## src/rtl/sub8_serial.sv

```systemverilog
// Bit-serial a - b - bin, one full-subtractor cell, LSB first; optional saturation via SUB8_SERIAL_SAT_EN.
// Latency: out_valid rises WIDTH cycles after the accept edge; one op per WIDTH+2 cycles at best.
// Backpressure: result held in DONE until out_ready; in_ready only in IDLE.
module sub8_serial #(
    parameter int WIDTH = 8
) (
    input  logic             clk,
    input  logic             rst_n,
    input  logic             in_valid,
    output logic             in_ready,
    input  logic [WIDTH-1:0] a,
    input  logic [WIDTH-1:0] b,
    input  logic             bin,
    output logic             out_valid,
    input  logic             out_ready,
    output logic [WIDTH-1:0] diff,
    output logic             bout
);

    localparam int CW = $clog2(WIDTH) + 1;
    localparam logic [CW-1:0] LAST_BIT = CW'(WIDTH - 1);

    typedef enum logic [1:0] {
        IDLE = 2'd0,
        RUN  = 2'd1,
        DONE = 2'd2
    } state_t;

    state_t           state_q, state_d;
    logic [WIDTH-1:0] a_sh_q, a_sh_d;
    logic [WIDTH-1:0] b_sh_q, b_sh_d;
    logic [WIDTH-1:0] res_q, res_d;
    logic [WIDTH-1:0] diff_q, diff_d;
    logic             br_q, br_d;
    logic             bout_q, bout_d;
    logic [CW-1:0]    cnt_q, cnt_d;

    logic             ai, bi, d_bit, br_next;
    logic [WIDTH-1:0] res_next;

    assign ai       = a_sh_q[0];
    assign bi       = b_sh_q[0];
    assign d_bit    = ai ^ bi ^ br_q;
    assign br_next  = (~ai & bi) | (~(ai ^ bi) & br_q);
    // Result fills from the MSB end, so after WIDTH shifts bit 0 holds the LSB.
    assign res_next = {d_bit, res_q[WIDTH-1:1]};

    assign in_ready  = (state_q == IDLE);
    assign out_valid = (state_q == DONE);
    assign diff      = diff_q;
    assign bout      = bout_q;

    always_comb begin
        state_d = state_q;
        a_sh_d  = a_sh_q;
        b_sh_d  = b_sh_q;
        res_d   = res_q;
        diff_d  = diff_q;
        br_d    = br_q;
        bout_d  = bout_q;
        cnt_d   = cnt_q;
        case (state_q)
            IDLE: begin
                if (in_valid) begin
                    a_sh_d  = a;
                    b_sh_d  = b;
                    br_d    = bin;
                    cnt_d   = '0;
                    state_d = RUN;
                end
            end
            RUN: begin
                a_sh_d = a_sh_q >> 1;
                b_sh_d = b_sh_q >> 1;
                res_d  = res_next;
                br_d   = br_next;
                cnt_d  = cnt_q + CW'(1);
                if (cnt_q == LAST_BIT) begin
`ifdef SUB8_SERIAL_SAT_EN
                    diff_d = br_next ? '0 : res_next;
`else
                    diff_d = res_next;
`endif
                    bout_d  = br_next;
                    state_d = DONE;
                end
            end
            DONE: begin
                if (out_ready) begin
                    state_d = IDLE;
                end
            end
            default: state_d = IDLE;
        endcase
    end

    always_ff @(posedge clk or negedge rst_n) begin
        if (!rst_n) begin
            state_q <= IDLE;
            a_sh_q  <= '0;
            b_sh_q  <= '0;
            res_q   <= '0;
            diff_q  <= '0;
            br_q    <= 1'b0;
            bout_q  <= 1'b0;
            cnt_q   <= '0;
        end else begin
            state_q <= state_d;
            a_sh_q  <= a_sh_d;
            b_sh_q  <= b_sh_d;
            res_q   <= res_d;
            diff_q  <= diff_d;
            br_q    <= br_d;
            bout_q  <= bout_d;
            cnt_q   <= cnt_d;
        end
    end

endmodule

```

## config.mk

```make
export PLATFORM = sky130hd
export DESIGN_NAME = sub8_serial
export DESIGN_NICKNAME = d
export VERILOG_FILES = /design/src/rtl/sub8_serial.sv
export SDC_FILE = /design/constraint.sdc
export NUM_CORES = 1
export LEC_CHECK = 0
export BUFFER_PORTS_ARGS = -buffer_cell sky130_fd_sc_hd__buf_4
export CORE_MARGIN = 4
export CORE_UTILIZATION = 55
export DETAILED_ROUTE_END_ITERATION = 6
export GPL_TIMING_DRIVEN = 0
export PLACE_DENSITY_LB_ADDON = 0.3
export SLEW_MARGIN = 20
export SYNTH_ARGS = -nofsm -noshare
export SYNTH_HDL_FRONTEND = slang
export SYNTH_SLANG_ARGS = --single-unit
export TNS_END_PERCENT = 100
```

## constraint.sdc

```tcl
create_clock -name clk -period 3.1 [get_ports clk]
set_input_delay 0.62 -clock clk [delete_from_list [all_inputs] [get_ports clk]]
set_output_delay 0.62 -clock clk [all_outputs]
set_load 0.005 [all_outputs]
```

; ---- Word-level counts from Yosys, hierarchy flattened
; Index checks and enable logic that the tools add are counted.
[totals]
register_bits = 40
out_inout_bits = 11
[classes]
addsub = 1
eq_ne = 6
muxes = 12
bitwise = 7
n_reduce_logical = 5
[ops]
columns = operator, count
row1 = $pmux W8 S2, 2
row2 = $mux W8, 2
row3 = $pmux W4 S2, 1
row4 = $mux W2, 3
row5 = $pmux W2 S3, 1
row6 = $add A4 B1 Y4 const B, 1
row7 = $eq A4 B3 Y1 const B, 1
row8 = $mux W4, 1
row9 = $ne A2 B2 Y1 const B, 2
row10 = $reduce_and A2 Y1, 2
row11 = $reduce_and A3 Y1, 1
row12 = $and A1 B1 Y1, 2
row13 = $eq A2 B1 Y1 const B, 1
row14 = $eq A2 B2 Y1 const B, 1
row15 = $logic_not A2 Y1, 1
row16 = $ne A2 B1 Y1 const B, 1
row17 = $not A1 Y1, 2
row18 = $pmux W1 S2, 1
row19 = $reduce_bool A2 Y1, 1
row20 = $xor A1 B1 Y1, 2
row21 = $mux W1, 1
row22 = $or A1 B1 Y1, 1

; ---- Depth between registers and ports, before layout
; Gate-level depths: netlist of the first run.
[depth]
word_depth = 5
ltp_mapped = 4
ltp_nobuf = 4

; ---- Worst setup path before layout of the first run
; No wires, ideal clock.
[synth_path]
kind = register -> output
from = reg state_q[1]
to = out in_ready
t_arrival_ns = 0.955
path_slack_ns = 1.525
path_stages_with_launch = 4
path_cell_list = dfrtp_1 -> clkbuf_1 -> clkbuf_1 -> nor2_1
[synth_between]
elab_chain_len = 1
[synth_lines]
columns = item, line_no
row1 = from (decl), 29  ; state_t state_q, state_d;
row2 = from (signal assigned), 108  ; state_q <= state_d;
row3 = $logic_not A2 Y1, 48  ; assign in_ready = (state_q == IDLE);
row4 = to (decl), 10  ; output logic in_ready,
; No other way between the ends.

; ---- Worst setup path in the final report of the first run
; Same ends and word-level chain as after synthesis.

==> summary.md, run 1 <==
| Metric | Value |
|---|---|
| Post-Syn Instances | `167` |
| RSZ-0062 raised after global routing | `false` |
| Slew headroom | `65.6%` |
| Die X-Extent | `64.1 um` |
| Post-CTS Resized | `0` |
| I/O pin count | `32` |
| Final wirelength | `3.64 mm` |
| First-pass GRT wire length | `6.43 mm` |
| Largest net degree at the start of global routing | `40` |
| CTS max path bufs | `2` |
| Cell taking the most area after synthesis | `dfrtp_1` |
| Initial Utilization | `57.1%` |
| Smallest hold slack | `0.220 ns` |
| Fin. max-slew vios | `0` |
| CTS tree | `done` |
| Clk slew on worst S/H paths | `0.11 ns` |
| Area of the core | `3030 um^2` |
| Clock Skew | `0.00839 ns` |
| Final setup viols | `0` |
| # diodes | `0` |
| Post-synth top area share | `56.5%` |
| Setup crit end kind | `output pin` |
| # clock sinks | `39` |
| Drt wl/cell | `14.6 um` |
| Max cap viols | `0` |
| Switch share | `38.1%` |
| Status | `complete, no violations` |
| DRT iter0 DRCs | `108` |
| # fillers | `248` |
| Commonest non-fill, non-tap cell in the layout | `dfrtp_1` |
| Sw power | `0.717 mW` |
| Total CTS buffers | `5` |
| WP data required | `2.48 ns` |
| Seq pwr share | `46.4%` |
| Mapped Nets | `190` |
| Register area share after synthesis | `56.5%` |
| Gr usage total | `20.2%` |
| Routability Congestion | `0.814` |
| Grt ovf | `0` |
| Worst Setup Start Kind | `flip-flop` |
| DIE AREA | `4100 um^2` |
| Critical path arrival | `1.74 ns` |
| Pwr dens | `909 nW/um^2` |
| Overall power | `1.88 mW` |
| Hold buffers post-CTS | `0` |
| Hold Vio Cnt, Final | `0` |
| Dpl cells | `242` |
| Share of cells above drive strength 1 | `23.8%` |
| Routed Antenna Nets | `0` |
| Die span in y | `64.1 um` |
| Routing usage on met2 | `33.8%` |
| Clk pwr share | `13.3%` |
| Nets@finish | `228` |
| Post-DP HPWL | `2.67 mm` |
| Leakage | `0.968 nW` |
| Mapped cell area | `1730 um^2` |
| Fmax | `424 MHz` |
| Maximum vdd ir drop | `0.473 mV` |
| Area of the multi-input gates | `694 um^2` |
| Drt drc | `0` |
| GRT Max-Usage Layer | `met2` |
| FF+latch count, synth | `39` |
| Comb pwr share | `40.2%` |
| CTS Root Cell | `clkbuf_4` |
| Row count | `20` |
| Worst hold path class | `primary input to async pin` |
| Top post-synthesis cells by area | `dfrtp_1 (56%), nand2_1 (7.2%), o21ai_0 (5.2%), a22oi_1 (5.2%), mux2_2 (5.2%)` |
| Area grow syn2layout | `19.8%` |
| Tcrit/Tclk final | `76.1%` |
| Global-route track usage on met3 | `4.39%` |
| Mean Syn Cell Area | `10.3 um^2` |
| Grt met1 use | `25.6%` |
| Vias | `1,354` |
| Setup TNS | `0 ns` |
| Post-route setup slack | `0.742 ns` |
| Crit Path Max Fanout | `10` |
| Initial antenna violation count | `0` |
| Vias in the first global route | `1,422` |
| Post-CTS Setup Bufs | `0` |
| I/O Buffers | `31` |
| Pint | `1.16 mW` |
| Yosys warns | `0` |
| Tmin final | `2.36 ns` |
| H-tree levels | `2` |
| Dpl ws | `1.13 ns` |
| Non-Filler Instances | `250` |
| Tightest Pin Transition | `0.515 ns` |
| Total iterations of the first detailed-routing run | `4` |
| Register Area | `976 um^2` |
| Most frequent cells in the layout | `dfrtp_1 (39), nand2_1 (33), buf_4 (31)` |
| Worst skew pair latency | `0.35 ns` |
| Synth unique cells | `26` |
| Kind of critical path | `flip-flop to output pin` |
| Average vias per placed instance | `5.42` |
[worst paths after layout]
check / from / cells past startpoint / slack (ns) / to
min in group clk: res_q[1] / 2 / 0.50 / res_q[1]
worst min-delay path: rst_n / 1 / 0.22 / a_sh_q[3]
worst min register to register: res_q[1] / 2 / 0.50 / res_q[1]
max in group asynchronous: rst_n / 1 / 2.55 / res_q[4]
worst max register to register: cnt_q[0] / 4 / 1.45 / diff[3]
worst max-delay path: state_q[1] / 4 / 0.74 / in_ready
[state kept, by name, summed over array words and instances, names as in the netlist]
register	count
cnt_q	4
b_sh_q	8
diff	8
state_q	2
bout	1
a_sh_q	8
br_q	1
res_q	7
[critical path, cell delays in order, from the launching register on]
cell      delay, ns
dfrtp_1        0.41
clkbuf_1       0.37
clkbuf_1       0.39
nor2_1         0.08
buf_4          0.15
[logic make-up after synthesis]
family | share of synthesized area (%)
AOI/OAI and AO/OA | 17.7
adders and majority gates | 1.88
buffers and inverters | 3.33
DFF | 56.5
muxes | 5.79
and+or+nand+nor | 14.8
[cells in the mapped netlist (all sizes together)]
cell	count
nor2	2
inv	6
a21oi	9
fa	1
nand2b	1
mux2i	1
nand3	2
nor3	1
a22o	1
a2bb2oi	3
a32o	1
buf	1
clkbuf	8
nor3b	1
ha	1
dfrtp	39
a22oi	12
and2	2
nor2b	11
nand2	33
o21bai	1
a31oi	2
mux2	8
o311ai	1
o21ai	18
a21o	1
[power groups by stage]
stage,Combinational [mW],Sequential [mW],Clock (mW)
CTS,0.772,0.873,0.255
global route,0.861,0.905,0.280
global placement,0.729,0.868,0
detailed placement,0.767,0.884,0
floorplan,0.509,0.850,0
finish,0.757,0.874,0.251
[layer usage]
metal | routed length [um] | up-vias
li1 | - | 651
met1 | 1540 | 667
met2 | 1880 | 31
met3 | 192 | 5
met4 | 33 | 0
met5 | 0 | -
[cell type report]
type	instances	share of cell area (%)
plain buffers	9	1.69
clock buffers	6	2.00
clock inverters	2	0.605
inverters	6	1.09
multi-input cells	113	33.6
flip-flops and latches	39	47.2
well taps	44	2.66
repair buffers	31	11.2
[metrics by stage]
step	cell area, um^2	utilization, %
finish	2070	68.3
global route	2070	68.3
CTS	2070	68.3
detailed placement	2020	66.6
global placement	2020	66.6
floorplan	1730	-
Power figures use the tool's default switching activity.
==> inputs of run 2 (changes only) <==
--- a/config.mk
+++ b/config.mk
@@ -7,7 +7,7 @@
 export LEC_CHECK = 0
 export BUFFER_PORTS_ARGS = -buffer_cell sky130_fd_sc_hd__buf_4
 export CORE_MARGIN = 4
-export CORE_UTILIZATION = 55
+export CORE_UTILIZATION = 54
 export DETAILED_ROUTE_END_ITERATION = 6
 export GPL_TIMING_DRIVEN = 0
 export PLACE_DENSITY_LB_ADDON = 0.3
==> constraint.sdc (replaced) <==
create_clock -name clk -period 2.2 [get_ports clk]
set_input_delay 0.44 -clock clk [delete_from_list [all_inputs] [get_ports clk]]
set_output_delay 0.44 -clock clk [all_outputs]
set_load 0.005 [all_outputs]
==> summary.md, run 2 (synthesis gave the netlist of run 1 again) <==
| Metric | Value |
|---|---|
| Status | `complete, no violations` |
| Routed Antenna Nets | `0 (unchanged)` |
| Worst Setup Start Kind | `flip-flop` |
| Area of the core | `3050 um^2 (+0.83%)` |
| Max cap viols | `0 (unchanged)` |
| Largest net degree at the start of global routing | `40 (unchanged)` |
| CP top delay family | `flip-flops` |
| DRT iter0 DRCs | `84 (-22%)` |
| Slew headroom | `65.8% (+0.26 points)` |
| Fin. max-slew vios | `0 (unchanged)` |
| CTS Root Cell | `clkbuf_4` |
| Die span in y | `64.6 um (+0.80%)` |
| Row count | `20 (unchanged)` |
| Gr usage total | `20.2% (+0.035 points)` |
| Total CTS buffers | `5 (unchanged)` |
| Switch share | `36.6% (-1.5 points)` |
| Fmax | `525 MHz` |
| Clock Skew | `0.00740 ns (-0.000990 ns)` |
| CTS max path bufs | `2 (unchanged)` |
| Clk pwr share | `17.8% (+4.5 points)` |
| # clock sinks | `39 (unchanged)` |
| Pint | `1.79 mW (+54%)` |
| Commonest non-fill, non-tap cell in the layout | `dfrtp_1` |
| Tmin final | `1.91 ns` |
| CP max-delay cell | `dfrtp_1` |
| Vias in the first global route | `1,383 (-2.7%)` |
| # fillers | `263 (+6.0%)` |
| Hold buffers post-CTS | `0 (unchanged)` |
| Setup TNS | `0 ns (unchanged)` |
| Critical path arrival | `1.47 ns (-0.27 ns)` |
| Final wirelength | `3.73 mm (+2.5%)` |
| H-tree levels | `2 (unchanged)` |
| Share of cells above drive strength 1 | `24.9% (+1.1 points)` |
| Total iterations of the first detailed-routing run | `4 (unchanged)` |
| Seq pwr share | `44.2% (-2.2 points)` |
| Most frequent cells in the layout | `dfrtp_1 (39), nand2_1 (33), buf_4 (31)` |
| I/O Buffers | `31 (unchanged)` |
| Grt met1 use | `26.9% (+1.2 points)` |
| Kind of critical path | `flip-flop to output pin` |
| GRT Max-Usage Layer | `met2` |
| Vias | `1,401 (+3.5%)` |
| Maximum vdd ir drop | `0.803 mV (+70%)` |
| Grt ovf | `0 (unchanged)` |
| Initial Utilization | `56.6% (-0.47 points)` |
| Hold Vio Cnt, Final | `0 (unchanged)` |
| Crit Path Max Fanout | `14 (+4)` |
| Post-CTS Resized | `0 (unchanged)` |
| # diodes | `0 (unchanged)` |
| Leakage | `0.991 nW (+2.3%)` |
| Tcrit/Tclk final | `86.6%` |
| CP peak stage delay | `0.61 ns (+0.20 ns)` |
| Worst Path Buf+Inv | `2 (-1)` |
| Initial antenna violation count | `0 (unchanged)` |
| Crit-path cells | `clkbuf_2 > nor2_1 > buf_4` |
| Smallest hold slack | `0.0502 ns (-0.169 ns)` |
| Global-route track usage on met3 | `5.89% (+1.5 points)` |
| I/O pin count | `32 (unchanged)` |
| First-pass GRT wire length | `6.49 mm (+0.96%)` |
| Pwr dens | `1350 nW/um^2 (+48%)` |
| Final setup viols | `0 (unchanged)` |
| Die X-Extent | `64.6 um (+0.80%)` |
| Drt wl/cell | `15.0 um (+2.9%)` |
| Sw power | `1.03 mW (+44%)` |
| Reg2Reg Launch Point | `state_q[1]` |
| Area grow syn2layout | `21.5%` |
| RSZ-0062 raised after global routing | `false` |
| CTS tree | `done` |
| Crit. Startpoint | `state_q[1]` |
| Average vias per placed instance | `5.63 (+3.9%)` |
| Nets@finish | `227 (-0.44%)` |
| Routing usage on met2 | `32.7% (-1.1 points)` |
| Routability Congestion | `0.818 (+0.44%)` |
| WP data required | `1.76 ns (-0.72 ns)` |
| Post-DP HPWL | `2.68 mm (+0.44%)` |
| Worst hold path class | `primary input to async pin` |
| Setup crit end kind | `output pin` |
| Drt drc | `0 (unchanged)` |
| Clk slew on worst S/H paths | `0.12 ns (about the same)` |
| Comb pwr share | `38.0% (-2.2 points)` |
| DIE AREA | `4170 um^2 (+1.6%)` |
| Post-CTS Setup Bufs | `0 (unchanged)` |
| Tightest Pin Transition | `0.511 ns (-0.00386 ns)` |
| Worst skew pair latency | `0.34 ns (about the same)` |
[run 2: cell types whose count changed in the layout (fill, tap and decap cells not counted), sizes merged]
cell      delta
clkinvlp     -1
bufinv       +1
clkbuf       -1
[run 2: cell type report]
type                    count  area, um^2  share of cell area, %
well taps                  44        55.1                   2.62
inverters                   6        22.5                   1.07
clock inverters             2        35.0                   1.67
repair buffers             31         233                   11.1
clock buffers               6        51.3                   2.44
multi-input cells         113         694                   33.1
flip-flops and latches     39         976                   46.5
plain buffers               8        32.5                   1.55
[run 2: metrics by stage]
step	power, mW	instance area (um^2)	cells	utilization (%)	setup slack (ns)
floorplan	1.92	1730	167	-	0.758
global placement	2.25	2020	242	66.0	0.404
detailed placement	2.34	2020	242	66.0	0.395
CTS	2.85	2100	250	68.9	0.00383
global route	3.06	2100	249	68.8	0.168
finish	2.83	2100	249	68.8	0.295
[run 2: metal layers]
| metal | vias to the layer above | part of all wire, % |
|---|---|---|
| met5 | - | 0 |
| met4 | 0 | 0.56 |
| met3 | 4 | 5.7 |
| met2 | 41 | 51 |
| met1 | 706 | 42 |
| li1 | 650 | - |
[run 2: worst register-to-register path: stages, from the launching register on]
cell and delay (ns):
dfrtp_1 0.55, nand2b_2 0.28, nor3_4 0.46, mux2_2 0.40
[run 2: power by group through the flow]
stage,clock [mW],combinational [mW],sequential (mW)
after floorplan,0,0.717,1.20
after global placement,0,1.03,1.22
after detailed placement,0,1.10,1.25
after CTS,0.507,1.10,1.24
after global routing,0.549,1.22,1.29
final,0.503,1.07,1.25
[run 2: worst paths after layout]
path | endpoint | slack, ns | cells past startpoint
worst max-delay path | in_ready | 0.29 | 3
worst min-delay path | a_sh_q[6] | 0.05 | 1
worst max register to register | diff[3] | 0.41 | 3
worst min register to register | res_q[1] | 0.49 | 2
max in group asynchronous | a_sh_q[1] | 1.82 | 1
min in group clk | b_sh_q[7] | 0.37 | 2
==> inputs of run 3 (changes only) <==
--- a/config.mk
+++ b/config.mk
@@ -6,11 +6,14 @@
 export NUM_CORES = 1
 export LEC_CHECK = 0
 export BUFFER_PORTS_ARGS = -buffer_cell sky130_fd_sc_hd__buf_4
+export CELL_PAD_IN_SITES_DETAIL_PLACEMENT = 0
+export CELL_PAD_IN_SITES_GLOBAL_PLACEMENT = 1
 export CORE_MARGIN = 4
-export CORE_UTILIZATION = 54
+export CORE_UTILIZATION = 42
 export DETAILED_ROUTE_END_ITERATION = 6
 export GPL_TIMING_DRIVEN = 0
 export PLACE_DENSITY_LB_ADDON = 0.3
+export SKIP_CTS_REPAIR_TIMING = 1
 export SLEW_MARGIN = 20
 export SYNTH_ARGS = -nofsm -noshare
 export SYNTH_HDL_FRONTEND = slang
==> summary.md, run 3 (synthesis gave the netlist of run 1 again) <==
| Metric | Value |
|---|---|
| Vias in the first global route | `1,397 (+1.0%)` |
| Dpl cells | `248 (+2.5%)` |
| Row count | `23 (+15%)` |
| Die span in y | `72.1 um (+12%)` |
| Grt ovf | `0 (unchanged)` |
| Average vias per placed instance | `5.39 (-4.2%)` |
| Pwr dens | `1320 nW/um^2 (-1.7%)` |
| Post-DP HPWL | `2.80 mm (+4.6%)` |
| Slew headroom | `64.8% (-0.99 points)` |
| Share of cells above drive strength 1 | `23.8% (-1.1 points)` |
| Vias | `1,380 (-1.5%)` |
| Drt wl/cell | `15.5 um (+3.5%)` |
| Fmax | `488 MHz (-7.0%)` |
| Tcrit/Tclk final | `93.2% (+6.6 points)` |
| Area of the core | `4000 um^2 (+31%)` |
| Routability Congestion | `0.837 (+2.4%)` |
| CP max-delay cell | `dfrtp_1` |
| Total iterations of the first detailed-routing run | `4 (unchanged)` |
| I/O pin count | `32 (unchanged)` |
| DRT iter0 DRCs | `63 (-25%)` |
| First-pass GRT wire length | `6.74 mm (+3.8%)` |
| Final Instance Area | `2110 um^2 (+0.30%)` |
| Die X-Extent | `72.1 um (+12%)` |
| Final setup viols | `0 (unchanged)` |
| Area grow syn2layout | `21.9%` |
| Worst Setup Start Kind | `flip-flop` |
| Most frequent cells in the layout | `dfrtp_1 (39), nand2_1 (33), buf_4 (31)` |
| Area after DPL | `2020 um^2 (+0.37%)` |
| Final wirelength | `3.98 mm (+6.5%)` |
| Nets@finish | `228 (+0.44%)` |
| Setup slack, reg-to-reg | `0.53 ns (+0.12 ns)` |
| CP top delay family | `buffers and inverters` |
| Kind of critical path | `flip-flop to output pin` |
| Overall power | `2.79 mW (-1.4%)` |
| Maximum vdd ir drop | `0.523 mV (-35%)` |
| Status | `complete, no violations` |
| DIE AREA | `5200 um^2 (+25%)` |
| Max cap viols | `0 (unchanged)` |
| Met3 wire length | `227 um (+6.1%)` |
| Worst Path Buf+Inv | `3 (+1)` |
| Drt drc | `0 (unchanged)` |
| Wire length on met1 | `1.80 mm (+13%)` |
| RSZ-0062 raised after global routing | `false` |
| Tmin final | `2.05 ns (+0.144 ns)` |
| # diodes | `0 (unchanged)` |
| Hold Vio Cnt, Final | `0 (unchanged)` |
| Smallest hold slack | `0.113 ns (+0.0624 ns)` |
| H-tree levels | `2 (unchanged)` |
| Fin. max-slew vios | `0 (unchanged)` |
| I/O Buffers | `31 (unchanged)` |
| Largest net degree at the start of global routing | `40 (unchanged)` |
| CP peak stage delay | `0.41 ns (-0.20 ns)` |
| Worst skew pair latency | `0.29 ns (-0.05 ns)` |
| Crit-path cells | `clkbuf_1 > clkbuf_2 > nor2_1 > buf_4` |
| Highest routed layer | `met4` |
| CTS max path bufs | `2 (unchanged)` |
| Worst hold path class | `primary input to async pin` |
| Crit Path Max Fanout | `10 (-4)` |
| CTS Root Cell | `clkbuf_8` |
| Routed Antenna Nets | `0 (unchanged)` |
| Leakage | `0.986 nW (-0.49%)` |
| Initial antenna violation count | `0 (unchanged)` |
| Non-Filler Instances | `256 (+2.8%)` |
| Gr usage total | `16.9% (-3.3 points)` |
| Initial Utilization | `43.2% (-13 points)` |
| Setup crit end kind | `output pin` |
| Clk slew on worst S/H paths | `0.07 ns (-0.05 ns)` |
| Setup TNS | `0 ns (unchanged)` |
| Total CTS buffers | `5 (unchanged)` |
| # clock sinks | `39 (unchanged)` |
| WP data required | `1.76 ns (about the same)` |
| Clock Skew | `0.00183 ns (-0.00556 ns)` |
| Met2 wire length | `1.85 mm (-3.1%)` |
| Tightest Pin Transition | `0.526 ns (+0.0148 ns)` |
| Commonest non-fill, non-tap cell in the layout | `dfrtp_1` |
| CTS tree | `done` |
| Critical path arrival | `1.61 ns (+0.14 ns)` |
==> run 3: cell count changes in the layout (fill, tap and decap cells not counted), sizes merged <==
cell	change
bufinv	-1
clkbuf	+2
==> run 3: area by class of cell <==
type                    count  area (um^2)
plain buffers               9         36.3
repair buffers             31          233
fillers                   384         1890
multi-input cells         113          694
inverters                   6         22.5
clock inverters             1         5.00
clock buffers               7         76.3
flip-flops and latches     39          976
well taps                  50         62.6
==> run 3: path summary, 6_finish.rpt <==
path / cells after the start / start / endpoint
max: 4 / state_q[1] / in_ready
min: 1 / rst_n / diff[0]
max reg2reg: 4 / cnt_q[0] / diff[0]
min reg2reg: 2 / a_sh_q[3] / a_sh_q[3]
max in group asynchronous: 1 / rst_n / b_sh_q[1]
min in group clk: 2 / b[7] / b_sh_q[7]
==> run 3: worst reg2reg max path, delay by kind of cell, from the launching register on <==
family | cells | cell delay [ns]
mux | 1 | 0.40
flops | 1 | 0.40
simple gates | 2 | 0.55
fa+ha+maj | 1 | 0.21
==> run 3: layer usage <==
layer | vias up | track usage [%]
li1 | 652 | -
met3 | 12 | 4.99
met1 | 676 | 22.1
met2 | 40 | 26.1
met4 | 0 | 7.72
met5 | - | 0
==> run 3: power by group <==
part | switching (mW) | internal [mW]
sequential | 0.216 | 1.02
combinational | 0.580 | 0.503
clock | 0.244 | 0.223
total | 1.04 | 1.75
==> run 3: per-stage QoR <==
step           setup WS (ns)  util [%]
2_1_floorplan          0.758         -
3_3_place_gp           0.353      50.6
3_5_place_dp           0.378      50.6
4_1_cts               0.0261      52.6
5_1_grt               0.0143      52.6
6_report               0.150      52.6
